==> src/rtl/rf_wr_arbiter_pkg.sv <==
// Shared CPU constants and types for the register-file write arbiter.
package rf_wr_arbiter_pkg;

    localparam int REG_W              = 5;
    localparam int XLEN               = 32;
    localparam int DEFAULT_DEPTH      = 2;
    localparam int DEFAULT_STARVE_MAX = 4;

    // Which requester owns the register-file write port this cycle
    typedef enum logic [1:0] {
        SRC_NONE,
        SRC_PIPE,
        SRC_HEAD,
        SRC_BYPASS
    } wr_src_e;

endpackage

==> src/rtl/rf_wr_fifo.sv <==
// Buffer of pending multi-cycle writes with per-entry invalidate and rd match.
module rf_wr_fifo
    import rf_wr_arbiter_pkg::*;
#(
    parameter int DEPTH = DEFAULT_DEPTH
) (
    input  logic                   clk,
    input  logic                   rst,
    input  logic                   push,
    input  logic [REG_W-1:0]       push_rd,
    input  logic [XLEN-1:0]        push_wd,
    input  logic                   pop,
    input  logic                   inv_en,
    input  logic [REG_W-1:0]       inv_rd,
    input  logic [REG_W-1:0]       q1,
    input  logic [REG_W-1:0]       q2,
    output logic                   hit1,
    output logic                   hit2,
    output logic [$clog2(DEPTH):0] count,
    output logic                   empty,
    output logic                   head_valid,
    output logic [REG_W-1:0]       head_rd,
    output logic [XLEN-1:0]        head_wd,
    output logic                   any_valid
);

    localparam int PW = $clog2(DEPTH);

    logic [REG_W-1:0] rd_mem [DEPTH];
    logic [XLEN-1:0]  wd_mem [DEPTH];
    logic [DEPTH-1:0] vld;
    logic [PW-1:0]    rp;
    logic [PW-1:0]    wp;
    logic [PW:0]      cnt;

    // Pointers, occupancy and valid bits; invalidation first, then pop/push
    always_ff @(posedge clk) begin
        if (!rst) begin
            rp  <= '0;
            wp  <= '0;
            cnt <= '0;
            vld <= '0;
        end else begin
            for (int i = 0; i < DEPTH; i++) begin
                if (inv_en && (rd_mem[i] == inv_rd)) begin
                    vld[i] <= 1'b0;
                end
            end
            if (pop) begin
                vld[rp] <= 1'b0;
                rp      <= rp + 1'b1;
            end
            if (push) begin
                vld[wp] <= 1'b1;
                wp      <= wp + 1'b1;
            end
            case ({push, pop})
                2'b10:   cnt <= cnt + 1'b1;
                2'b01:   cnt <= cnt - 1'b1;
                default: cnt <= cnt;
            endcase
        end
    end

    // Entry payload storage, only meaningful where the valid bit is set
    always_ff @(posedge clk) begin
        if (push) begin
            rd_mem[wp] <= push_rd;
            wd_mem[wp] <= push_wd;
        end
    end

    // Pending-write lookup for the hazard unit over still-valid entries
    always_comb begin
        hit1 = 1'b0;
        hit2 = 1'b0;
        for (int i = 0; i < DEPTH; i++) begin
            if (vld[i] && (rd_mem[i] == q1)) hit1 = 1'b1;
            if (vld[i] && (rd_mem[i] == q2)) hit2 = 1'b1;
        end
        if (q1 == '0) hit1 = 1'b0;
        if (q2 == '0) hit2 = 1'b0;
    end

    assign count      = cnt;
    assign empty      = (cnt == '0);
    assign head_valid = !empty && vld[rp];
    assign head_rd    = rd_mem[rp];
    assign head_wd    = wd_mem[rp];
    assign any_valid  = |vld;

endmodule

==> src/rtl/rf_wr_arbiter.sv <==
// Arbitrates the single register-file write port between the pipeline and
// buffered multi-cycle results, with starvation detection and a stall request.
module rf_wr_arbiter
    import rf_wr_arbiter_pkg::*;
#(
    parameter int DEPTH      = DEFAULT_DEPTH,
    parameter int STARVE_MAX = DEFAULT_STARVE_MAX
) (
    input  logic             clk,
    input  logic             rst,
    input  logic             p_valid,
    input  logic [REG_W-1:0] p_rd,
    input  logic [XLEN-1:0]  p_wd,
    input  logic             m_valid,
    output logic             m_ready,
    input  logic [REG_W-1:0] m_rd,
    input  logic [XLEN-1:0]  m_wd,
    output logic             rf_wr,
    output logic [REG_W-1:0] rf_a3,
    output logic [XLEN-1:0]  rf_wd,
    input  logic [REG_W-1:0] q1,
    input  logic [REG_W-1:0] q2,
    output logic             hit1,
    output logic             hit2,
    output logic             stall_o
);

    localparam int             PW       = $clog2(DEPTH);
    localparam int             SW       = $clog2(STARVE_MAX + 1);
    localparam logic [PW:0]    FULL_CNT = (PW + 1)'(DEPTH);
    localparam logic [SW-1:0]  SC_MAX   = SW'(STARVE_MAX);

    logic [PW:0]      count;
    logic             empty;
    logic             head_valid;
    logic [REG_W-1:0] head_rd;
    logic [XLEN-1:0]  head_wd;
    logic             any_valid;
    logic             accept;
    logic             push;
    logic             pop;
    logic             inv_en;
    wr_src_e          src;
    logic [SW-1:0]    sc;
    logic             stall_q;

    // Ready depends only on registered occupancy and reset, never on m_valid
    assign m_ready = rst && (count < FULL_CNT);
    assign accept  = m_valid && m_ready;
    assign inv_en  = (src == SRC_PIPE);
    assign stall_o = stall_q;

    rf_wr_fifo #(.DEPTH(DEPTH)) u_fifo (
        .clk        (clk),
        .rst        (rst),
        .push       (push),
        .push_rd    (m_rd),
        .push_wd    (m_wd),
        .pop        (pop),
        .inv_en     (inv_en),
        .inv_rd     (p_rd),
        .q1         (q1),
        .q2         (q2),
        .hit1       (hit1),
        .hit2       (hit2),
        .count      (count),
        .empty      (empty),
        .head_valid (head_valid),
        .head_rd    (head_rd),
        .head_wd    (head_wd),
        .any_valid  (any_valid)
    );

    // Grant selection, FIFO push/pop and the write-port mux; an invalidated
    // head is dropped in the same cycle regardless of who owns the port
    always_comb begin
        src   = SRC_NONE;
        pop   = 1'b0;
        push  = 1'b0;
        rf_wr = 1'b0;
        rf_a3 = '0;
        rf_wd = '0;
        if (rst) begin
            if (p_valid && (p_rd != '0)) begin
                src = SRC_PIPE;
            end else if (head_valid) begin
                src = SRC_HEAD;
            end else if (accept && empty && (m_rd != '0)) begin
                src = SRC_BYPASS;
            end
            pop  = (!empty && !head_valid) || (src == SRC_HEAD);
            push = accept && (m_rd != '0) && (src != SRC_BYPASS) &&
                   !((src == SRC_PIPE) && (m_rd == p_rd));
            case (src)
                SRC_PIPE: begin
                    rf_wr = 1'b1;
                    rf_a3 = p_rd;
                    rf_wd = p_wd;
                end
                SRC_HEAD: begin
                    rf_wr = 1'b1;
                    rf_a3 = head_rd;
                    rf_wd = head_wd;
                end
                SRC_BYPASS: begin
                    rf_wr = 1'b1;
                    rf_a3 = m_rd;
                    rf_wd = m_wd;
                end
                default: begin
                    rf_wr = 1'b0;
                end
            endcase
        end
    end

    // Starve counter and registered stall request, both released by any pop
    always_ff @(posedge clk) begin
        if (!rst) begin
            sc      <= '0;
            stall_q <= 1'b0;
        end else begin
            if (pop || !any_valid) begin
                sc <= '0;
            end else if (sc != SC_MAX) begin
                sc <= sc + 1'b1;
            end
            if (pop) begin
                stall_q <= 1'b0;
            end else if (sc == SC_MAX) begin
                stall_q <= 1'b1;
            end
        end
    end

endmodule

==> config.mk <==
export PLATFORM = sky130hd
export DESIGN_NAME = rf_wr_arbiter
export DESIGN_NICKNAME = d
export VERILOG_FILES = /design/src/rtl/rf_wr_arbiter_pkg.sv /design/src/rtl/rf_wr_fifo.sv /design/src/rtl/rf_wr_arbiter.sv
export SDC_FILE = /design/constraint.sdc
export NUM_CORES = 1
export LEC_CHECK = 0
export ABC_AREA = 0
export BUFFER_PORTS_ARGS = -buffer_cell sky130_fd_sc_hd__buf_2
export CAP_MARGIN = 5
export CELL_PAD_IN_SITES_DETAIL_PLACEMENT = 0
export CELL_PAD_IN_SITES_GLOBAL_PLACEMENT = 1
export CORE_UTILIZATION = 40
export DETAILED_ROUTE_END_ITERATION = 8
export PLACE_DENSITY = 0.84
export SETUP_SLACK_MARGIN = 0.15
export SYNTH_ARGS = -nofsm -noshare
export SYNTH_HDL_FRONTEND = slang
export SYNTH_SLANG_ARGS = --single-unit
export TNS_END_PERCENT = 10
==> constraint.sdc <==
create_clock -name clk -period 2.95 [get_ports clk]
set_input_delay 0.295 -clock clk [delete_from_list [all_inputs] [get_ports clk]]
set_output_delay 0.295 -clock clk [all_outputs]
set_load 0.03 [all_outputs]
Yosys cells after proc, flatten, opt, wreduce, memory -nomap -nowiden
Memories as Yosys holds them, arrays and structs flattened. A register that Yosys moved wholly into a read port is not among the register bits.
Index checks and enable logic that the tools add are counted.
Widths: inputs -> output; s select.
{ "word_totals": {"input_bits": 88, "latchBits": 0, "mem_bits_ro": 0, "mem_bits_rw": 74, "ff_bits": 10, "mem_count": 2} }
{ "mem_list": {"columns": ["name", "words", "width", "rd", "rd_clocked_by_memory_dff", "write_ports", "line_no", "source"], "rows": [
  ["u_fifo.wd_mem", 2, 32, 1, 1, 1, "rf_wr_fifo.sv:30", "logic [XLEN-1:0] wd_mem [DEPTH];"],
  ["u_fifo.rd_mem", 2, 5, 3, 1, 1, "rf_wr_fifo.sv:29", "logic [REG_W-1:0] rd_mem [DEPTH];"]
]} }
{ "op_classes": {"reduce_logical": 35, "bitwise": 4, "n_shift": 0, "multipliers": 0, "addsub": 5, "div_mod_pow": 0, "n_lt_le_gt_ge": 5, "n_mux": 39, "n_eq_ne": 16} }
{ "op_table": {"columns": ["cell", "count"], "rows": [
  ["$pmux 32 s3", 1],
  ["$eq 5x5->1", 7],
  ["$mux 32", 1],
  ["$mux 1", 24],
  ["$logic_and 1x1->1", 19],
  ["$mux 2", 8],
  ["$pmux 5 s3", 1],
  ["$logic_not 5->1", 2],
  ["$reduce_bool 5->1", 2],
  ["$eq 2x1->1 const B", 3],
  ["$eq 2x2->1 const B", 3],
  ["$reduce_or 2->1", 3],
  ["$mux 5", 1],
  ["$logic_not 1->1", 4],
  ["$lt 1x2->1 const B", 2],
  ["$pmux 2 s2", 1],
  ["$add 3x1->3 const B", 1],
  ["$eq 3x3->1 const B", 1],
  ["$ne 3x3->1 const B", 1],
  ["$reduce_or 3->1", 1],
  ["$add 1x1->1 const B", 2],
  ["$add 2x1->2 const B", 1],
  ["$and 2x2->2", 1],
  ["$demux 1 s1", 2],
  ["other kinds (10)", 12]
]} }

Depth between registers and ports, before layout
Gate-level depths: netlist of the first run.
{ "logic_depth": {"ltp_word": 19, "mapped_depth": 10, "depth_no_buf": 9} }

Modules after synthesis
From an unflattened synthesis of the first run, not the netlist that was laid out.
{ "unflattened": {"hier_cells": 490, "hier_area_um2": 4903.5} }
{ "by_module_without_submodules": {"columns": ["mod", "n_inst", "cells_each", "seq_area_each_um2", "area_per_inst_um2"], "rows": [
  ["rf_wr_fifo", 1, 197, 2362.3, 3330.7],
  ["rf_wr_arbiter", 1, 293, 80.1, 1572.8]
]} }

Worst setup path before layout of the first run
Ideal clock, no wire load.
{ "synth_timing": {"path_type": "input-to-reg", "from": "input p_rd[0]", "to": "memory u_fifo.rd_mem[0][0], enable pin", "arrival_ps": 2360, "slack_ps": 192, "required_ps": 2552, "path_stages": 6, "cell_sequence": "or3_1 -> o31a_1 -> buf_6 -> buf_6 -> a21oi_4 -> and2_1"} }
{ "synth_via": {"elab_chain_cells": 11, "elab_cells_between_ends": 14} }
{ "synth_lines": {"columns": ["element", "line_no", "source"], "rows": [
  ["start, declared", "rf_wr_arbiter.sv:12", "input logic [REG_W-1:0] p_rd,"],
  ["$reduce_bool 5->1", "rf_wr_arbiter.sv:84", "if (p_valid && (p_rd != '0)) begin"],
  ["$logic_and 1x1->1", "rf_wr_arbiter.sv:84", null],
  ["$mux 2", "rf_wr_arbiter.sv:84", null],
  ["$mux 2", "rf_wr_arbiter.sv:83", "if (rst) begin"],
  ["$eq 2x1->1", "rf_wr_arbiter.sv:93", "!((src == SRC_PIPE) && (m_rd == p_rd));"],
  ["$logic_and 1x1->1", "rf_wr_arbiter.sv:93", null],
  ["$logic_not 1->1", "rf_wr_arbiter.sv:93", null],
  ["$logic_and 1x1->1 *", "rf_wr_arbiter.sv:92", "push = accept && (m_rd != '0) && (src != SRC_BYPASS) &&"],
  ["$mux 1 *", "rf_wr_arbiter.sv:83", null],
  ["$mux 1 *", "rf_wr_fifo.sv:67", "if (push) begin"],
  ["$mux 1 (not written as such) *", "rf_wr_fifo.sv:68", "rd_mem[wp] <= push_rd;"],
  ["end, declared", "rf_wr_fifo.sv:29", null]
]} }
Every way passes the cells marked *; elsewhere a longest branch is shown, timed or not. The select of a mux whose other input is x is not followed.

Worst setup path after layout of the first run
{ "layout_timing": {"from": "input p_rd[0]", "to": "output rf_a3[3]"} }
{ "layout_via": {"elab_chain_cells": 7, "elab_cells_between_ends": 9} }
{ "layout_lines": {"columns": ["element", "line_no", "source"], "rows": [
  ["$reduce_bool 5->1 *", "rf_wr_arbiter.sv:84", null],
  ["$logic_and 1x1->1 *", "rf_wr_arbiter.sv:84", null],
  ["$mux 2 *", "rf_wr_arbiter.sv:84", null],
  ["$mux 2 *", "rf_wr_arbiter.sv:83", null],
  ["$eq 2x2->1 or $eq 2x1->1 (tied branches)", "rf_wr_arbiter.sv:94", "case (src)"],
  ["$pmux 5 s3 *", "rf_wr_arbiter.sv:94", null],
  ["$mux 5 *", "rf_wr_arbiter.sv:83", null],
  ["end, declared", "rf_wr_arbiter.sv:19", "output logic [REG_W-1:0] rf_a3,"]
]} }
Marked as above.

==> results of run 1 <==
-- logic make-up after synthesis --
| group | Yosys count |
|---|---|
| AND/OR/NAND/NOR | 118 |
| adder cells (fa/ha/maj) | 3 |
| AO/OA/AOI/OAI | 55 |
| buffers and inverters | 33 |
| multiplexers | 39 |
| XOR/XNOR | 39 |
| flip-flops | 85 |
-- critical path, stage by stage --
cell      delay, ps
buf_2           140
or3_1           390
o31a_2          340
buf_4           280
nor2_4          160
buf_4           280
a221oi_1        120
nor2_1          110
buf_2           210
-- layout make-up --
type                       count  share of cell area (%)
sequential                    85                    45.2
clock buffer                  10                    2.36
inverter                       7                   0.486
multi-input combinational    254                    33.8
tap                          140                    3.24
timing repair buffer         139                    13.6
clock inverter                 6                    1.32
-- synthesized netlist by cell type (2+ instances only) --
cell type / number
a21oi_1: 4
a221oi_1: 35
a222oi_1: 2
a31oi_1: 2
a32o_1: 2
and2_1: 6
buf_1: 2
buf_2: 12
buf_4: 2
buf_6: 2
clkbuf_1: 8
dfxtp_1: 11
edfxtp_1: 74
ha_1: 3
inv_1: 7
mux2_2: 2
mux2i_1: 37
nand2_1: 6
nand3_1: 7
nor2_1: 44
nor3_1: 37
nor3b_1: 2
nor4_1: 6
o21ai_0: 3
or3_1: 2
or4_1: 3
xnor2_1: 14
xor2_1: 25
-- per-layer routing --
layer	vias to the layer above	GRT usage, %	share of wire [%]
met5	-	0	0
met2	114	31.4	49
li1	1677	-	-
met4	0	6.85	2.0
met1	1670	23.3	43
met3	19	4.01	6.0
-- how the worst max path moves through the flow --
stage,end,startpoint,slack (ps)
global route,rf_wd[30],p_rd[0],180
CTS,rf_wd[31],u_fifo.count[0],230
detailed placement,u_fifo.wd_mem[0][17],p_rd[3],180
finish,rf_a3[3],p_rd[0],300
floorplan,u_fifo.rd_mem[0][0],p_rd[0],190
global placement,u_fifo.wd_mem[0][12],p_rd[0],230
-- cell usage in the layout (no fill, tap or decap), types with 2 or more instances in the layout --
master | netlist | layout
nor3b_1 | 2 | 2
nor3_1 | 37 | 37
xnor2_1 | 14 | 14
clkinvlp_4 | 0 | 2
buf_4 | 2 | 9
and2_2 | 0 | 2
a221oi_1 | 35 | 35
nand2_1 | 6 | 6
mux2i_1 | 37 | 37
a21oi_1 | 4 | 4
a31oi_1 | 2 | 2
or4_1 | 3 | 3
edfxtp_1 | 74 | 74
or3_1 | 2 | 2
nand3_1 | 7 | 7
xor2_1 | 25 | 25
dfxtp_1 | 11 | 10
nor2_1 | 44 | 44
a222oi_1 | 2 | 2
o21ai_0 | 3 | 3
buf_2 | 12 | 129
inv_6 | 0 | 2
mux2_2 | 2 | 2
inv_1 | 7 | 7
clkbuf_8 | 0 | 9
nor4_1 | 6 | 6
and2_1 | 6 | 4
a32o_1 | 2 | 2
ha_1 | 3 | 3
-- stage by stage --
stage | total power [µW] | instance area (µm²) | util [%] | hold WS, ps | cells
after floorplan | 2010 | 4420 | - | 394 | 372
after global placement | 2230 | 5200 | 48.2 | 475 | 625
after detailed placement | 2250 | 5200 | 48.2 | 502 | 625
after CTS | 3060 | 5400 | 50.0 | 134 | 641
after global routing | 3190 | 5400 | 50.0 | 132 | 641
final | 3030 | 5400 | 50.0 | 151 | 641
-- where the power goes --
part / switching, µW / internal, µW / total (µW)
clock: 416 / 399 / 815
sequential: 59.5 / 1400 / 1460
combinational: 455 / 304 / 759
-- state kept, by name, summed over array words and instances, names as in the netlist, named ones only --
register / flops
u_fifo.count: 2
u_fifo.vld: 2
u_fifo.rp: 1
stall_o: 1
u_fifo.wd_mem: 64
u_fifo.wp: 1
sc: 3
u_fifo.rd_mem: 10
-- timing repair --
action                                 4_1_cts  5_1_grt
resized for setup                            0        1
endpoints found under the hold margin        0        0
setup endpoints to repair                    0       32
==> flow_summary.json, run 1 <==
{
  "vias": 3480,
  "cts_tree": "yes",
  "dp_hpwl_um": 7390,
  "via_per_inst": 5.43,
  "fin_tns_setup_ps": 0,
  "wire_per_inst_um": 16.1,
  "min_from": "m_wd[14]",
  "firstDrtPassIters": 4,
  "peakVddDrop_mv": 0.318,
  "nNetsFinal": 587,
  "ys_seq_elements": 85,
  "grt_first_pass_wirelength_um": 16300,
  "critical_path_class": "input port to primary output",
  "syn_area_per_cell_um2": 11.9,
  "period_share_pct": 89.8,
  "synth-compound-area-share_pct": 10.6,
  "synth_edf_count": 74,
  "p_leak_uw": 0.00199,
  "r2r_setup_slack_ps": 740,
  "yosysSeqAreaShare_pct": 55.2,
  "path_max_fanout": 39,
  "relSlewSlack_pct": 39.1,
  "p_per_area_nw_per_um2": 562,
  "synth_top_area_share_pct": 50.3,
  "die_w_um": 107,
  "grt_usage_pct": 18.6,
  "rr_worst_depth": 4,
  "io_pins": 130,
  "antenna_found_initial": 0,
  "hp-class": "input port to flop",
  "holdBufCountCts": 0,
  "r2r-end": "u_fifo.wd_mem[0][31]",
  "cap_viol_max_count": 0,
  "worst_clock_skew_ps": 5.47,
  "drtIter0Drc": 225,
  "fin_ws_ps": 301,
  "synth_area_leaders": "edfxtp_1, mux2i_1, a221oi_1",
  "fmax_ghz": 0.378,
  "synthAdderAreaFrac_pct": 0.849,
  "start_kind": "input port",
  "synthXorXnorAreaFrac_pct": 7.72,
  "area_growth_pct": 22.2,
  "cts_buffers": 9,
  "min_path_cells": 1,
  "htree_levels": 3,
  "dp_slack_ps": 180,
  "clk_pin_slew_ps": 90,
  "netlist_area_um2": 4420,
  "synth-simple-area-share_pct": 13.0,
  "multi_input_area_um2": 1820,
  "setup_viol": 0,
  "drc": 0,
  "async_reset_ff_share_pct": 0,
  "synthCells": 372,
  "hold_violations": 0,
  "status": "complete, no violations",
  "ant_nets": 0,
  "end_kind": "primary output",
  "fillers": 946,
  "finalCriticalPeriod_ps": 2650,
  "place.gp.congestion": 0.897,
  "worst_pin_slew_ps": 914,
  "yosys_warnings": 0,
  "antenna_cells": 0,
  "synth_ff_type": "edfxtp_1",
  "clock_sinks": 85,
  "numPortBuffers": 129,
  "die_area_um2": 11500,
  "arrival_ps": 2350,
  "drv_slew": 0,
  "rows": 38,
  "core_area_um2": 10800,
  "drive_gt1_share_pct": 33.3,
  "clk_path_buf_depth": 2,
  "required_ps": 2650,
  "die_h_um": 107,
  "r2r_start": "u_fifo.count[1]",
  "postCtsSetupBuffers": 0,
  "grt_max_degree": 40,
  "initial_core_util_pct": 41.0,
  "yosys.area.top_type": "edfxtp_1",
  "min_to": "u_fifo.wd_mem[0][14]",
  "synth_top_family_by_area": "simple AND/OR/NAND/NOR gates",
  "grt_pass1_vias": 3344,
  "syn_nets": 463,
  "cts_root_buf": "clkbuf_8",
  "clk_latency_ps": 340,
  "layout.area.seq_um2": 2440,
  "rsz0062_at_grt": "false",
  "muxShareOfSynthArea_pct": 8.89,
  "grt_remaining_overflow": 0,
  "ys_types": 40,
  "wl_um": 10300
}
(Power assumes the default switching activity.)
==> run 2: changes to the inputs <==
- BUFFER_PORTS_ARGS: -buffer_cell sky130_fd_sc_hd__buf_2 -> -buffer_cell sky130_fd_sc_hd__clkbuf_2
==> run 2 against run 1 <==
Against the previous run: cell count increased by 0.16%; flip-flop and latch count is the same; wire length up 2.0%; critical path type unchanged; largest cell class unchanged.
==> flow_summary.json, run 2 (same netlist as run 1, synthesis figures left out) <==
{
  "rsz0062_at_grt": "false",
  "grt_pass1_vias": 3323,
  "grt_max_degree": 39,
  "setup_viol": 0,
  "firstDrtPassIters": 5,
  "drtIter0Drc": 236,
  "fin_tns_setup_ps": 0,
  "clk_pin_slew_ps": 80,
  "dpl_cell_area_um2": 5210,
  "worst_pin_slew_ps": 915,
  "place.gp.congestion": 0.917,
  "io_pins": 130,
  "die_h_um": 107,
  "grt_remaining_overflow": 0,
  "cts_tree": "yes",
  "clk_path_buf_depth": 2,
  "required_ps": 2650,
  "clock_sinks": 85,
  "rows": 38,
  "nNetsFinal": 588,
  "fillers": 969,
  "start_kind": "input port",
  "min_to": "u_fifo.wd_mem[0][14]",
  "r2r_setup_slack_ps": 770,
  "min_from": "m_wd[14]",
  "arrival_ps": 2360,
  "wire_per_inst_um": 16.4,
  "drc": 0,
  "postCtsSetupBuffers": 0,
  "p_per_area_nw_per_um2": 558,
  "die_w_um": 107,
  "initial_core_util_pct": 41.0,
  "fmax_ghz": 0.376,
  "drive_gt1_share_pct": 33.3,
  "via_per_inst": 5.35,
  "core_area_um2": 10800,
  "ant_nets": 0,
  "fin_util_pct": 50.1,
  "wl_um": 10600,
  "hp-class": "input port to flop",
  "largest-register": "u_fifo.wd_mem",
  "antenna_found_initial": 0,
  "status": "complete, no violations",
  "cts_root_buf": "clkbuf_8",
  "vias": 3435,
  "area_growth_pct": 22.4,
  "finalCriticalPeriod_ps": 2660,
  "final_common_cell": "clkbuf_2",
  "worst_clock_skew_ps": 7.49,
  "antenna_cells": 0,
  "largest_registers": "u_fifo.wd_mem x64, u_fifo.rd_mem x10, sc x3",
  "clk_latency_ps": 350,
  "dp_hpwl_um": 7490,
  "relSlewSlack_pct": 39.0,
  "htree_levels": 3,
  "mostFrequentLayoutCells": "clkbuf_2, edfxtp_1, nor2_1",
  "r2r_start": "u_fifo.count[1]",
  "peakVddDrop_mv": 0.248,
  "r2r-end": "u_fifo.wd_mem[0][7]",
  "design_area_um2": 5410,
  "numPortBuffers": 129,
  "min_path_cells": 1,
  "whs_ps": 158,
  "hold_violations": 0,
  "end_kind": "primary output",
  "cap_viol_max_count": 0,
  "grt_usage_pct": 18.8,
  "drv_slew": 0,
  "rr_worst_depth": 4,
  "holdBufCountCts": 0,
  "grt_first_pass_wirelength_um": 16500,
  "path_max_fanout": 38,
  "largest_reg_flops": 64,
  "p_leak_uw": 0.00199,
  "critical_path_class": "input port to primary output",
  "die_area_um2": 11500,
  "period_share_pct": 90.1,
  "cts_buffers": 9
}
==> run 2: layout make-up <==
class | instances | area (µm²) | area share (%)
Tap cell | 140 | 175 | 3.24
Sequential cell | 85 | 2440 | 45.2
Inverter | 7 | 26.3 | 0.486
Multi-Input combinational cell | 255 | 1840 | 34.0
Timing Repair Buffer | 139 | 746 | 13.8
Clock inverter | 5 | 51.3 | 0.948
Clock buffer | 11 | 131 | 2.43
==> run 2: worst max-delay path by stage <==
stage                               start                   end  slack, ps  cells after the start
after floorplan                   p_rd[0]   u_fifo.rd_mem[0][0]        190                      6
final                             p_rd[0]              rf_a3[2]        290                      9
after global placement            p_rd[1]  u_fifo.wd_mem[0][20]        230                      7
after global routing              p_rd[0]              rf_wd[0]        170                      9
after CTS                 u_fifo.count[0]              rf_wd[2]        260                      7
after detailed placement          p_rd[0]       u_fifo.count[1]        160                     10
==> run 2: timing repair <==
item	CTS	global route
resized for setup	1	2
setup endpoints to repair	21	10
cloned	0	1
pin swaps	0	1
==> run 2: report_power, final <==
part	leakage, µW	switching, µW	internal (µW)	total, µW
combinational	0.00113	456	314	770
clock	0.0000924	390	387	777
sequential	0.000763	75.8	1400	1470
total	0.00199	922	2100	3020
==> run 2: per-stage QoR <==
step	power, µW	worst slack [ps]	cells
floorplan	2010	192	372
global placement	2240	225	625
detailed placement	2260	157	625
CTS	3030	260	641
global route	3170	166	642
finish	3020	293	642
==> run 2: per-layer routing <==
layer	GRT usage (%)	routed length, µm	up-vias
met5	0	0	-
met4	6.56	159	0
met1	24.3	4640	1634
met3	3.59	590	15
li1	-	-	1672
met2	31.5	5170	114
==> run 2: worst max-delay path: stages <==
cell and delay (ps):
clkbuf_2 140, or3_1 400, o31a_2 340, buf_4 280, nor2_4 150, buf_4 270
a222oi_1 130, nor2_1 120, clkbuf_2 230
==> run 3: changes to the inputs <==
- ABC_AREA: 0 -> 1
- CORE_UTILIZATION: 40 -> 41
- PLACE_DENSITY: 0.84 -> 0.86
==> run 3 against run 2 <==
Against the previous run: the run now ends with DRC left; combinational power up 0.8%; count of clock-buffer cells in the layout down 2; fmax up 5.2%; worst setup slack better by 130 ps; die area up 8.6%; total power up 9.8%; largest power group unchanged.
==> flow_summary.json, run 3 <==
{
  "place.gp.congestion": 0.824,
  "end_kind": "primary output",
  "crit_buf_inv": 2,
  "wire_per_inst_um": 15.6,
  "grt_usage_pct": 19.1,
  "holdBufCountCts": 0,
  "cts_buffers": 9,
  "mostFrequentLayoutCells": "clkbuf_2, nand2_1, edfxtp_1",
  "netlist_area_um2": 4930,
  "clock_sinks": 85,
  "drv_slew": 0,
  "cp.depth": 8,
  "path_cells": "inv_2, nand2_4, nand2_4, nor2_4, and2_2, nand2_1, a31oi_2, clkbuf_2",
  "p_leak_uw": 0.00237,
  "setup_viol": 0,
  "grt_first_pass_wirelength_um": 18700,
  "design_area_um2": 5970,
  "clk_pin_slew_ps": 60,
  "drtIter0Drc": 256,
  "rows": 39,
  "cts_tree": "yes",
  "violations": "DRC",
  "grt_remaining_overflow": 0,
  "finalCriticalPeriod_ps": 2520,
  "critPathMaxStageDelay_ps": 530,
  "dp_hpwl_um": 8620,
  "grt_pass1_vias": 3782,
  "drive_gt1_share_pct": 40.9,
  "io_pins": 130,
  "antenna_cells": 0,
  "clk_latency_ps": 340,
  "fmax_ghz": 0.396,
  "largest-register": "u_fifo.wd_mem",
  "grt_max_degree": 43,
  "initial_core_util_pct": 42.6,
  "cts_root_buf": "clkbuf_16",
  "largest_reg_flops": 64,
  "yosys.area.top_type": "edfxtp_1",
  "worst_pin_slew_ps": 619,
  "wl_um": 11700,
  "arrival_ps": 2230,
  "status": "finished, violations left",
  "drc": 11,
  "die_area_um2": 12500,
  "numPortBuffers": 129,
  "yosys-top-cells-count": "nand2_1, edfxtp_1, nand3_1",
  "synth_area_leaders": "edfxtp_1, nand2_1, mux2_2",
  "whs_ps": 164,
  "rsz0062_at_grt": "false",
  "worst_clock_skew_ps": 6.77,
  "area_growth_pct": 21.1,
  "hold_violations": 0,
  "relSlewSlack_pct": 58.8,
  "p_per_area_nw_per_um2": 556,
  "min_path_cells": 1,
  "path_max_fanout": 13,
  "async_reset_ff_share_pct": 0,
  "final_common_cell": "clkbuf_2",
  "synth_ff_type": "edfxtp_1",
  "firstDrtPassIters": 6,
  "cp_top_family": "simple AND/OR/NAND/NOR gates",
  "cp_slowest_cell": "and2_2",
  "fin_tns_setup_ps": 0,
  "yosysMostFrequentCell": "nand2_1",
  "ant_nets": 0,
  "cpMostUsedCell": "nand2_4",
  "vias": 3977,
  "yosys_warnings": 0,
  "fillers": 1059,
  "antenna_found_initial": 0,
  "die_h_um": 112,
  "synth_top_area_share_pct": 45.1,
  "clk_path_buf_depth": 2,
  "hp-class": "input port to flop",
  "die_w_um": 112,
  "peakVddDrop_mv": 0.263,
  "cap_viol_max_count": 0,
  "core_area_um2": 11600,
  "via_per_inst": 5.27,
  "ys_seq_elements": 85,
  "largest_registers": "u_fifo.wd_mem x64, u_fifo.rd_mem x10, sc x3",
  "nNetsFinal": 697,
  "period_share_pct": 85.6,
  "required_ps": 2650,
  "ys_types": 34,
  "rr_worst_depth": 12,
  "synth_edf_count": 74,
  "synthCells": 481,
  "critical_path_class": "flop to primary output",
  "htree_levels": 3,
  "start_kind": "flop",
  "syn_nets": 572,
  "dpl_cell_area_um2": 5660,
  "syn_area_per_cell_um2": 10.2,
  "yosysSeqAreaShare_pct": 49.6
}
[run 3: per-stage QoR]
| step | utilization [%] | setup WS, ps | instances | power, µW |
|---|---|---|---|---|
| 3_3_place_gp | 49.0 | 628 | 737 | 2210 |
| 2_1_floorplan | - | 565 | 481 | 2010 |
| 3_5_place_dp | 49.0 | 577 | 737 | 2230 |
| 6_report | 51.6 | 425 | 754 | 3320 |
| 4_1_cts | 51.6 | 243 | 753 | 3340 |
| 5_1_grt | 51.6 | 300 | 754 | 3460 |
[run 3: worst paths after layout]
kind,slack [ps],endpoint,from
max,430,rf_wd[29],u_fifo.count[1]
min,160,u_fifo.wd_mem[0][21],m_wd[21]
min reg2reg,480,u_fifo.wp,u_fifo.wp
max reg2reg,1030,u_fifo.count[1],u_fifo.count[1]
[run 3: final cells by class]
type	count	area, µm²	area share [%]
repair buffers	140	753	12.6
well taps	143	179	3.00
inverters	39	146	2.45
clock inverters	7	75.1	1.26
multi-input cells	331	2150	36.0
clock buffers	9	225	3.77
flip-flops and latches	85	2440	40.9
[run 3: per-layer routing]
layer	share of wire [%]	wire [µm]	track usage, %
met5	0	0	0
met4	1.5	177	7.21
met3	5.9	692	3.05
met2	49	5700	31.5
met1	44	5180	25.3
[run 3: report_power, final]
part,total (µW),internal [µW],switching (µW),leakage [µW]
logic,776,314,462,0.00147
registers,1430,1370,58.0,0.000762
clock network,1110,658,456,0.000140
[run 3: what timing repair did]
action,CTS,global route
buffers inserted,0,0
gates resized for setup,0,0
endpoints found under the setup margin,0,5
hold endpoints to repair,0,0
[run 3: cell families after synthesis]
group | synth area share, %
simple gates | 19.8
flops | 49.6
compound gates | 12.8
buf+inv | 7.06
mux | 7.31
xor+xnor | 2.67
fa+ha+maj | 0.762
